$ cat src/rtl/audio_tone_pkg.sv
// rtl/audio_tone_pkg.sv - register map, fifospace fields and FSM states for the tone writer
package audio_tone_pkg;

  localparam logic [1:0] ADDR_CTRL      = 2'd0;
  localparam logic [1:0] ADDR_FIFOSPACE = 2'd1;
  localparam logic [1:0] ADDR_LEFT      = 2'd2;
  localparam logic [1:0] ADDR_RIGHT     = 2'd3;

  localparam int FIELD_W  = 8;
  localparam int WSRC_LSB = 24;
  localparam int WSLC_LSB = 16;

  typedef enum logic [2:0] {
    ST_IDLE,
    ST_POLL,
    ST_WAIT,
    ST_CHECK,
    ST_WR_L,
    ST_WR_R,
    ST_ADVANCE
  } state_t;

endpackage

$ cat src/rtl/tone_phase_acc.sv
// rtl/tone_phase_acc.sv - phase accumulator and waveform mapping
// AUDIO_TONE_SAW_EN selects a scaled sawtooth; default is a square wave with no multiplier.
module tone_phase_acc #(
  parameter int PHASE_W  = 24,
  parameter int SAMPLE_W = 24
) (
  input  logic                clk,
  input  logic                rst_n,
  input  logic                i_advance,
  input  logic [PHASE_W-1:0]  i_phase_inc,
  input  logic [SAMPLE_W-2:0] i_amplitude,
  output logic [SAMPLE_W-1:0] o_sample
);

  logic [PHASE_W-1:0]  r_phase;
  logic [SAMPLE_W-1:0] w_pos;

  always_ff @(posedge clk or negedge rst_n) begin
    if (!rst_n) begin
      r_phase <= '0;
    end else if (i_advance) begin
      r_phase <= r_phase + i_phase_inc;
    end
  end

  assign w_pos = {1'b0, i_amplitude};

`ifdef AUDIO_TONE_SAW_EN
  localparam int PROD_W = 2 * SAMPLE_W;

  logic signed [SAMPLE_W-1:0] w_top;
  logic signed [PROD_W-1:0]   w_prod;
  logic signed [PROD_W-1:0]   w_scaled;
  logic signed [PROD_W-1:0]   w_pos_ext;
  logic signed [PROD_W-1:0]   w_neg_ext;
  logic signed [PROD_W-1:0]   w_clip;

  assign w_top     = $signed(r_phase[PHASE_W-1 -: SAMPLE_W]);
  assign w_prod    = w_top * $signed(w_pos);
  assign w_scaled  = w_prod >>> (SAMPLE_W - 1);
  assign w_pos_ext = $signed({{SAMPLE_W{1'b0}}, w_pos});
  assign w_neg_ext = -w_pos_ext;

  always_comb begin
    w_clip = w_scaled;
    if (w_scaled > w_pos_ext) begin
      w_clip = w_pos_ext;
    end else if (w_scaled < w_neg_ext) begin
      w_clip = w_neg_ext;
    end
  end

  assign o_sample = w_clip[SAMPLE_W-1:0];
`else
  // First half of each cycle is the positive half of the square.
  assign o_sample = r_phase[PHASE_W-1] ? -w_pos : w_pos;
`endif

endmodule

$ cat src/rtl/audio_tone_writer.sv
// rtl/audio_tone_writer.sv - Avalon-MM master streaming a synthesised tone into the audio core
// Optional sawtooth waveform via AUDIO_TONE_SAW_EN (see tone_phase_acc).
module audio_tone_writer
  import audio_tone_pkg::*;
#(
  parameter int PHASE_W  = 24,
  parameter int SAMPLE_W = 24,
  parameter int CNT_W    = 16
) (
  input  logic                clk_clk,
  input  logic                reset_reset_n,
  input  logic                enable,
  input  logic [PHASE_W-1:0]  phase_inc,
  input  logic [SAMPLE_W-2:0] amplitude,
  output logic [1:0]          avm_address,
  output logic                avm_chipselect,
  output logic                avm_read,
  output logic                avm_write,
  output logic [31:0]         avm_writedata,
  input  logic [31:0]         avm_readdata,
  output logic                busy,
  output logic [CNT_W-1:0]    samples_written
);

  localparam int EXT_W = 32 - SAMPLE_W;

  state_t               r_state;
  state_t               w_next;
  logic [FIELD_W-1:0]   r_wslc;
  logic [FIELD_W-1:0]   r_wsrc;
  logic [CNT_W-1:0]     r_samples_written;
  logic [SAMPLE_W-1:0]  w_sample;
  logic [31:0]          w_sample_ext;
  logic                 w_advance;
  logic                 w_unused;

  assign w_advance    = (r_state == ST_ADVANCE);
  assign w_sample_ext = {{EXT_W{w_sample[SAMPLE_W-1]}}, w_sample};
  assign w_unused     = ^avm_readdata[WSLC_LSB-1:0];

  tone_phase_acc #(
    .PHASE_W  (PHASE_W),
    .SAMPLE_W (SAMPLE_W)
  ) u_phase_acc (
    .clk         (clk_clk),
    .rst_n       (reset_reset_n),
    .i_advance   (w_advance),
    .i_phase_inc (phase_inc),
    .i_amplitude (amplitude),
    .o_sample    (w_sample)
  );

  always_ff @(posedge clk_clk or negedge reset_reset_n) begin
    if (!reset_reset_n) begin
      r_state           <= ST_IDLE;
      r_wslc            <= '0;
      r_wsrc            <= '0;
      r_samples_written <= '0;
    end else begin
      r_state <= w_next;
      // readdata is valid in the cycle after the read strobe, i.e. while in WAIT.
      if (r_state == ST_WAIT) begin
        r_wslc <= avm_readdata[WSLC_LSB +: FIELD_W];
        r_wsrc <= avm_readdata[WSRC_LSB +: FIELD_W];
      end
      if (w_advance) begin
        r_samples_written <= r_samples_written + 1'b1;
      end
    end
  end

  always_comb begin
    w_next         = r_state;
    avm_address    = ADDR_CTRL;
    avm_chipselect = 1'b0;
    avm_read       = 1'b0;
    avm_write      = 1'b0;
    avm_writedata  = '0;
    case (r_state)
      ST_IDLE: begin
        if (enable) w_next = ST_POLL;
      end
      ST_POLL: begin
        avm_read       = 1'b1;
        avm_chipselect = 1'b1;
        avm_address    = ADDR_FIFOSPACE;
        w_next         = ST_WAIT;
      end
      ST_WAIT: begin
        w_next = ST_CHECK;
      end
      ST_CHECK: begin
        if (!enable) begin
          w_next = ST_IDLE;
        end else if ((r_wslc != '0) && (r_wsrc != '0)) begin
          w_next = ST_WR_L;
        end else begin
          w_next = ST_POLL;
        end
      end
      ST_WR_L: begin
        avm_write      = 1'b1;
        avm_chipselect = 1'b1;
        avm_address    = ADDR_LEFT;
        avm_writedata  = w_sample_ext;
        w_next         = ST_WR_R;
      end
      // Right always follows left regardless of enable so channels stay aligned.
      ST_WR_R: begin
        avm_write      = 1'b1;
        avm_chipselect = 1'b1;
        avm_address    = ADDR_RIGHT;
        avm_writedata  = w_sample_ext;
        w_next         = ST_ADVANCE;
      end
      ST_ADVANCE: begin
        w_next = enable ? ST_POLL : ST_IDLE;
      end
      default: begin
        w_next = ST_IDLE;
      end
    endcase
  end

  assign busy            = (r_state != ST_IDLE);
  assign samples_written = r_samples_written;

endmodule

$ cat config.mk
export PLATFORM = sky130hd
export DESIGN_NAME = audio_tone_writer
export DESIGN_NICKNAME = d
export VERILOG_FILES = /design/src/rtl/audio_tone_pkg.sv /design/src/rtl/tone_phase_acc.sv /design/src/rtl/audio_tone_writer.sv
export SDC_FILE = /design/constraint.sdc
export NUM_CORES = 1
export LEC_CHECK = 0
export CAP_MARGIN = 20
export CORE_MARGIN = 1.5
export CORE_UTILIZATION = 45
export DETAILED_ROUTE_END_ITERATION = 8
export PLACE_DENSITY_LB_ADDON = 0.12
export SLEW_MARGIN = 20
export SYNTH_ARGS = -nofsm -noshare
export SYNTH_HDL_FRONTEND = slang
export SYNTH_SLANG_ARGS = --single-unit
$ cat constraint.sdc
create_clock -name clk_clk -period 5 [get_ports clk_clk]
set_clock_uncertainty 0.05 [all_clocks]
set_input_delay 0.5 -clock clk_clk [delete_from_list [all_inputs] [get_ports clk_clk]]
set_output_delay 0.5 -clock clk_clk [all_outputs]
set_load 0.05 [all_outputs]
==> metrics.txt, run 1 <==
Slowest-stage cell, CP=clkdlybuf4s50_1; IO Count=136; R2R setup slack=2.36 ns; clock sink count=approximately 60; Period minus WS final=3.92 ns; syn nets=567; Synth Warn #=0; Via density=5.35; Comb power frac=0.605; Power Density=558 nW/um2; Max Slew Vio Count=0; Clock Latency Late Sink=0.33 ns; CP max stage delay=roughly 0.83 ns; Critical Path RT=4.45 ns; period utilization=0.783; MaxCap Viol Count=0; number of flops mapped to enable cells by yosys=0; Synth Area in Compound Gates=0.173; static leakage=around 2.4 nW; global-route wire length before repair=16.5 mm; Reg power frac=0.267; CP Launch Type=input port; Die X-Extent=98.9 um; total number of vias=3,639; hold buffers post-CTS=0; most common cell after layout, fill and taps aside=clkdlybuf4s50_1; Inst Count DP=664; TritonRoute pass-1 iters=6; endpoints failing setup=0; HPWL after DPL=~7.2 mm; Slew HR=0.451; Pint=1.64 mW; Post-Synth XOR/XNOR Area=0.123; largest family of logic cells by synthesized area=simple AND/OR/NAND/NOR gates; ANT nets after route=0; # nets final=675; Synth Area per Inst=9.02 um2; register area share after synthesis=0.356; ANT cells=0; Port Buffers=between 100 and 150; final hold viol count=0; Inserted Clock Buffers=9; proportion of power drawn by the clock network=0.128; Avg WL per Cell=14.1 um; die height=~100 um; run status=finished with violations; simple logic cell fraction of the synthesized area=0.179; CP top delay family=buffers and inverters; Post-synth ARST share=1.00; PostCTS Resize Cnt=0; P&R area growth vs syn=33.7%; GRT Residual Overflow=0; setup TNS=0 ns; Yosys cell types=55; CP Capture Type=primary output; Routed WL=9.62 mm; Die ar.=roughly 9800 um2; layout cells sized above 1=0.0874; core area=a little under 9000 um2; Worst R2R Start=u_phase_acc.r_phase[0]$_DFFE_PN0N_; Initial Util=0.470; GR Util All Layers=0.203; worst r2r path cells=9; Max Fanout on Critical Path=4; kind of critical path=in -> out; vias in the first global route=3,667; non-filler cells, final=slightly below 700; switch share=0.469; f_max=255 MHz; r2r endpoint=u_phase_acc.r_phase[16]$_DFFE_PN0N_; residual DRC count=4; CTS clk-pin slew, worst paths=0.09 ns; GPL Wtd Cong=0.864; H-tree depth=3; Clock Path Buffers=2; CP dominant cell by count=clkdlybuf4s50_1; worst slew pin tran=0.822 ns; most frequent cells in the layout=clkdlybuf4s50_1 (118), nand2_1 (65), dfrtp_1 (59); failing checks=design-rule violations; Mapped Cells=459; Root Buffer Master=clkbuf_8; CTS tree=built; Worst path depth=9; row count=34; Peak VDD IR=between 0.3 and 0.4 mV; Mapped Area=4140 um2; critical-path cell list=clkdlybuf4s50_1 > or3_4 > nor4_4 > nand3_1 > or2_1 > o41ai_2 > xor2_1 > nor2_1 > clkdlybuf4s50_1; Post-CTS Setup Bufs=0; initial antenna violation count=0; unrepaired setup endpoints after global routing=no; Synth Area in Adders=0.0804; Seq cells post-synth=59; Top FF cell, synth=dfrtp_1; Iter 0 DRT Violations=99; Worst Hold Class=in -> async; Worst Path Buf+Inv=2; largest net degree at the start of global routing=60; WP data arrival=3.37 ns; post-synthesis mux area share=0.0483; Net Sw Power=1.45 mW
[power groups by stage]
stage | combinational [mW] | sequential, mW | clock (mW)
6_report | 1.87 | 0.825 | 0.397
5_1_grt | 2.06 | 0.858 | 0.431
4_1_cts | 1.88 | 0.826 | 0.408
3_5_place_dp | 1.86 | 0.836 | 0
3_3_place_gp | 1.83 | 0.821 | 0
2_1_floorplan | 1.43 | 0.809 | 0
[metal layers]
layer,global-route usage,share of wire
met5,0,0
met4,0.0484,0.014
met1,0.256,0.45
met3,0.0560,0.066
met2,0.346,0.47
[area by class of cell]
type	instances	area, um2
Clock inverter	7	52.6
Tap cell	108	135
Multi-Input combinational cell	365	2510
Fill cell	775	3270
Sequential cell	59	1480
Clock buffer	9	124
Timing Repair Buffer	121	1200
Inverter	11	41.3
[cells in the mapped netlist (all sizes together) (3+ instances only)]
library cell | n | area (um2)
dfrtp | 59 | 1480
inv | 11 | 41.3
o31ai | 9 | 81.3
buf | 11 | 72.6
o21ai | 38 | 190
ha | 25 | 313
or4 | 3 | 22.5
nor2 | 45 | 169
a211oi | 4 | 30.0
o21a | 3 | 22.5
nand4 | 4 | 25.0
nand3 | 8 | 45.0
xnor2 | 28 | 245
o21bai | 3 | 22.5
nor2b | 4 | 25.0
and3 | 5 | 31.3
xor2 | 30 | 263
a21o | 5 | 37.5
nand2 | 65 | 244
a31oi | 5 | 31.3
a21oi | 24 | 124
mux2 | 16 | 180
nor3 | 4 | 25.0
or3 | 3 | 28.8
clkbuf | 13 | 48.8
nor4 | 7 | 73.8
o41ai | 5 | 66.3
[metrics by stage]
step	worst slack [ns]	power [mW]	utilization	instance area (um2)	hold WS (ns)
after detailed placement	1.10	2.70	0.609	5360	0.413
after global routing	0.917	3.35	0.629	5540	0.343
after floorplan	1.99	2.24	-	4140	0.154
after global placement	1.12	2.65	0.608	5360	0.412
final	1.08	3.09	0.629	5540	0.263
after CTS	1.08	3.11	0.629	5540	0.294
[worst max-delay path by stage]
| stage | start | to | slack, ns |
|---|---|---|---|
| 2_1_floorplan | amplitude[8] | avm_writedata[18] | 1.99 |
| 3_3_place_gp | amplitude[6] | avm_writedata[21] | 1.12 |
| 3_5_place_dp | amplitude[6] | avm_writedata[21] | 1.10 |
| 4_1_cts | amplitude[6] | avm_writedata[21] | 1.08 |
| 5_1_grt | amplitude[6] | avm_writedata[21] | 0.92 |
| 6_report | amplitude[6] | avm_writedata[21] | 1.08 |
[state kept, by name, summed over array words and instances, names as in the netlist]
| signal | flops |
|---|---|
| r_state | 3 |
| samples_written | 16 |
| u_phase_acc.r_phase | 24 |
| r_wsrc | 8 |
| r_wslc | 8 |
[cells by family after synthesis]
logic type	after synthesis
AND/OR/NAND/NOR	155
AO/OA/AOI/OAI	108
flip-flops	59
XOR/XNOR	58
buffers and inverters	35
adder cells (fa/ha/maj)	26
multiplexers	18
(Power assumes the default switching activity.)
==> inputs of run 2 (changes only) <==
--- a/config.mk
+++ b/config.mk
@@ -7,7 +7,7 @@
 export LEC_CHECK = 0
 export CAP_MARGIN = 20
 export CORE_MARGIN = 1.5
-export CORE_UTILIZATION = 45
+export CORE_UTILIZATION = 42
 export DETAILED_ROUTE_END_ITERATION = 8
 export PLACE_DENSITY_LB_ADDON = 0.12
 export SLEW_MARGIN = 20
==> constraint.sdc (replaced) <==
create_clock -name clk_clk -period 3.6 [get_ports clk_clk]
set_clock_uncertainty 0.05 [all_clocks]
set_input_delay 0.36 -clock clk_clk [delete_from_list [all_inputs] [get_ports clk_clk]]
set_output_delay 0.36 -clock clk_clk [all_outputs]
set_load 0.05 [all_outputs]
==> run 2 against run 1 <==
  * The flow finishes with violations (negative hold slack)
  * Flip-flop and latch count unchanged
  * Sequential share of layout area down 0.68 points
  * Cell area up 2.6%
  * Setup slack worse by 0.74 ns
  * Critical path type unchanged
  * Largest power group unchanged
==> metrics.txt, run 2 (synthesis results as in run 1) <==
Top reg by flops=u_phase_acc.r_phase; Critical Path RT=3.19 ns (-1.26 ns); Period minus WS final=~3.3 ns; setup TNS=0 ns (unchanged); global-route wire length before repair=16.3 mm (-1.5%); Max Slew Vio Count=0 (unchanged); pre-CTS WS=0.341 ns (-0.759 ns); IO Count=136 (unchanged); failing checks=negative hold slack; CP Launch Type=input port; Clock Path Buffers=2 (unchanged); die height=102 um (+3.4%); Clock Latency Late Sink=0.33 ns (about the same); total number of vias=3,602 (-1.0%); Worst R2R Start=u_phase_acc.r_phase[0]$_DFFE_PN0N_; Routed WL=9.73 mm (+1.2%); CP max stage delay=0.83 ns (about the same); Worst Hold Class=in -> async; Via density=5.09 (-4.9%); kind of critical path=in -> out; WP data arrival=2.85 ns (-0.52 ns); endpoints failing setup=0 (unchanged); most frequent cells in the layout=clkdlybuf4s50_1 (100), nand2_1 (65), dfrtp_1 (59); ANT nets after route=0 (unchanged); GR Util All Layers=0.193 (-0.0100); Slowest-stage cell, CP=clkdlybuf4s50_1; ANT cells=0 (unchanged); GPL Wtd Cong=0.856 (-0.85%); worst slew pin tran=0.630 ns (-0.191 ns); H-tree depth=3 (unchanged); final hold viol count=37 (+37); Slew HR=0.579 (+0.128); row count=36 (+5.9%); residual DRC count=0 (-4); worst r2r path cells=9 (unchanged); initial antenna violation count=0 (unchanged); P&R area growth vs syn=37.3%; PostCTS Resize Cnt=0 (unchanged); Root Buffer Master=clkbuf_8; Hold Slack=-0.0327 ns (-0.296 ns); CTS tree=built; layout cells sized above 1=0.123 (+0.0361); Worst Setup Slack, final=0.340 ns (-0.745 ns); Peak VDD IR=0.515 mV (+32%); Avg WL per Cell=13.7 um (-2.8%); HPWL after DPL=7.49 mm (+3.9%); f_max=307 MHz; Layout Utilization=0.587 (-0.0421); Worst Path Buf+Inv=2 (unchanged); GRT Residual Overflow=0 (unchanged); CP Capture Type=primary output; clock sink count=59 (unchanged); hold buffers post-CTS=0 (unchanged); unrepaired setup endpoints after global routing=no; MaxCap Viol Count=0 (unchanged); period utilization=0.906; most common cell after layout, fill and taps aside=clkdlybuf4s50_1; critical-path cell list=clkdlybuf4s50_1 > or3_4 > nor4_4 > nand3_1 > o21ai_0 > xor2_1 > nor2_1 > clkdlybuf4s50_1; run status=finished with violations; Iter 0 DRT Violations=132 (+33%); Worst Setup SP=amplitude[6]; Power Density=798 nW/um2 (+43%); largest net degree at the start of global routing=45 (-25%); Die ar.=10,500 um2 (+6.9%); Worst path depth=8 (-1); CP dominant cell by count=clkdlybuf4s50_1; core area=9680 um2 (+10%); vias in the first global route=3,568 (-2.7%); Port Buffers=119 (unchanged); # nets final=678 (+0.44%); static leakage=2.46 nW (+4.8%); CTS clk-pin slew, worst paths=0.08 ns (about the same); Initial Util=0.428 (-0.0427); Largest register FFs=24 (unchanged); TritonRoute pass-1 iters=4 (-2); Post-CTS Setup Bufs=0 (unchanged); Max Fanout on Critical Path=4 (unchanged); Inserted Clock Buffers=9 (unchanged); Die X-Extent=102 um (+3.4%); CP top delay family=buffers and inverters
run 2: changes by cell type in the layout (fill, tap and decap cells not counted), moves of 2 or more:
cell	previous run	this run
clkdlybuf4s50_1	118	100
buf_4	2	18
buf_12	0	5
clkinvlp_4	4	0
bufinv_16	0	3
clkinv_4	0	2
inv_6	2	0
run 2: metal layers:
layer / global-route usage / vias up / part of all wire
met5: 0 / - / 0
met4: 0.0453 / 0 / 0.0080
met3: 0.0616 / 8 / 0.065
met2: 0.327 / 99 / 0.48
met1: 0.240 / 1671 / 0.45
li1: - / 1824 / -
run 2: area by class of cell:
cell class / count / area (um2)
clock buffers: 10 / 138
clock inverters: 6 / 113
fillers: 887 / 4000
inverters: 11 / 41.3
multi-input cells: 365 / 2500
flip-flops and latches: 59 / 1480
well taps: 133 / 166
repair buffers: 124 / 1250
run 2: final timing paths:
kind                            slack (ns)                                  end
worst max register to register        0.95  u_phase_acc.r_phase[16]$_DFFE_PN0N_
worst min register to register        0.42      samples_written[15]$_DFFE_PN0N_
worst max-delay path                  0.34                    avm_writedata[13]
min in group clk_clk                  0.42      samples_written[15]$_DFFE_PN0N_
max in group asynchronous             2.88               r_state[1]$_DFFE_PN0P_
worst min-delay path                 -0.03  u_phase_acc.r_phase[13]$_DFFE_PN0N_
run 2: worst register-to-register path, stage by stage (launching register included):
cell and delay (ns):
dfrtp_1 0.39, ha_1 0.23, fa_1 0.41, a21oi_1 0.20
o21ai_0 0.14, a21oi_2 0.31, o31ai_1 0.22, a211o_1 0.35
xnor2_1 0.12, o21ai_0 0.14
run 2: metrics by stage:
| step | cells | total power, mW | cell area, um2 | hold slack (ns) |
|---|---|---|---|---|
| detailed placement | 692 | 3.78 | 5430 | 0.412 |
| floorplan | 459 | 3.11 | 4140 | 0.0144 |
| global placement | 691 | 3.72 | 5420 | 0.410 |
| finish | 708 | 4.53 | 5680 | -0.0327 |
| global route | 708 | 4.91 | 5680 | 0.00715 |
| CTS | 708 | 4.56 | 5680 | 0.177 |
run 2: report_power, final:
group	internal, mW	switching [mW]	leakage [nW]
combinational	1.13	1.51	1.60
clock	0.480	0.284	0.126
sequential	0.927	0.202	0.735
==> inputs of run 3 (changes only) <==
--- a/config.mk
+++ b/config.mk
@@ -8,6 +8,7 @@
 export CAP_MARGIN = 20
 export CORE_MARGIN = 1.5
 export CORE_UTILIZATION = 42
+export CTS_CLUSTER_SIZE = 25
 export DETAILED_ROUTE_END_ITERATION = 8
 export PLACE_DENSITY_LB_ADDON = 0.12
 export SLEW_MARGIN = 20
==> results of run 3 <==
The final DEF is identical to that of run 2; final timing and power are the same.
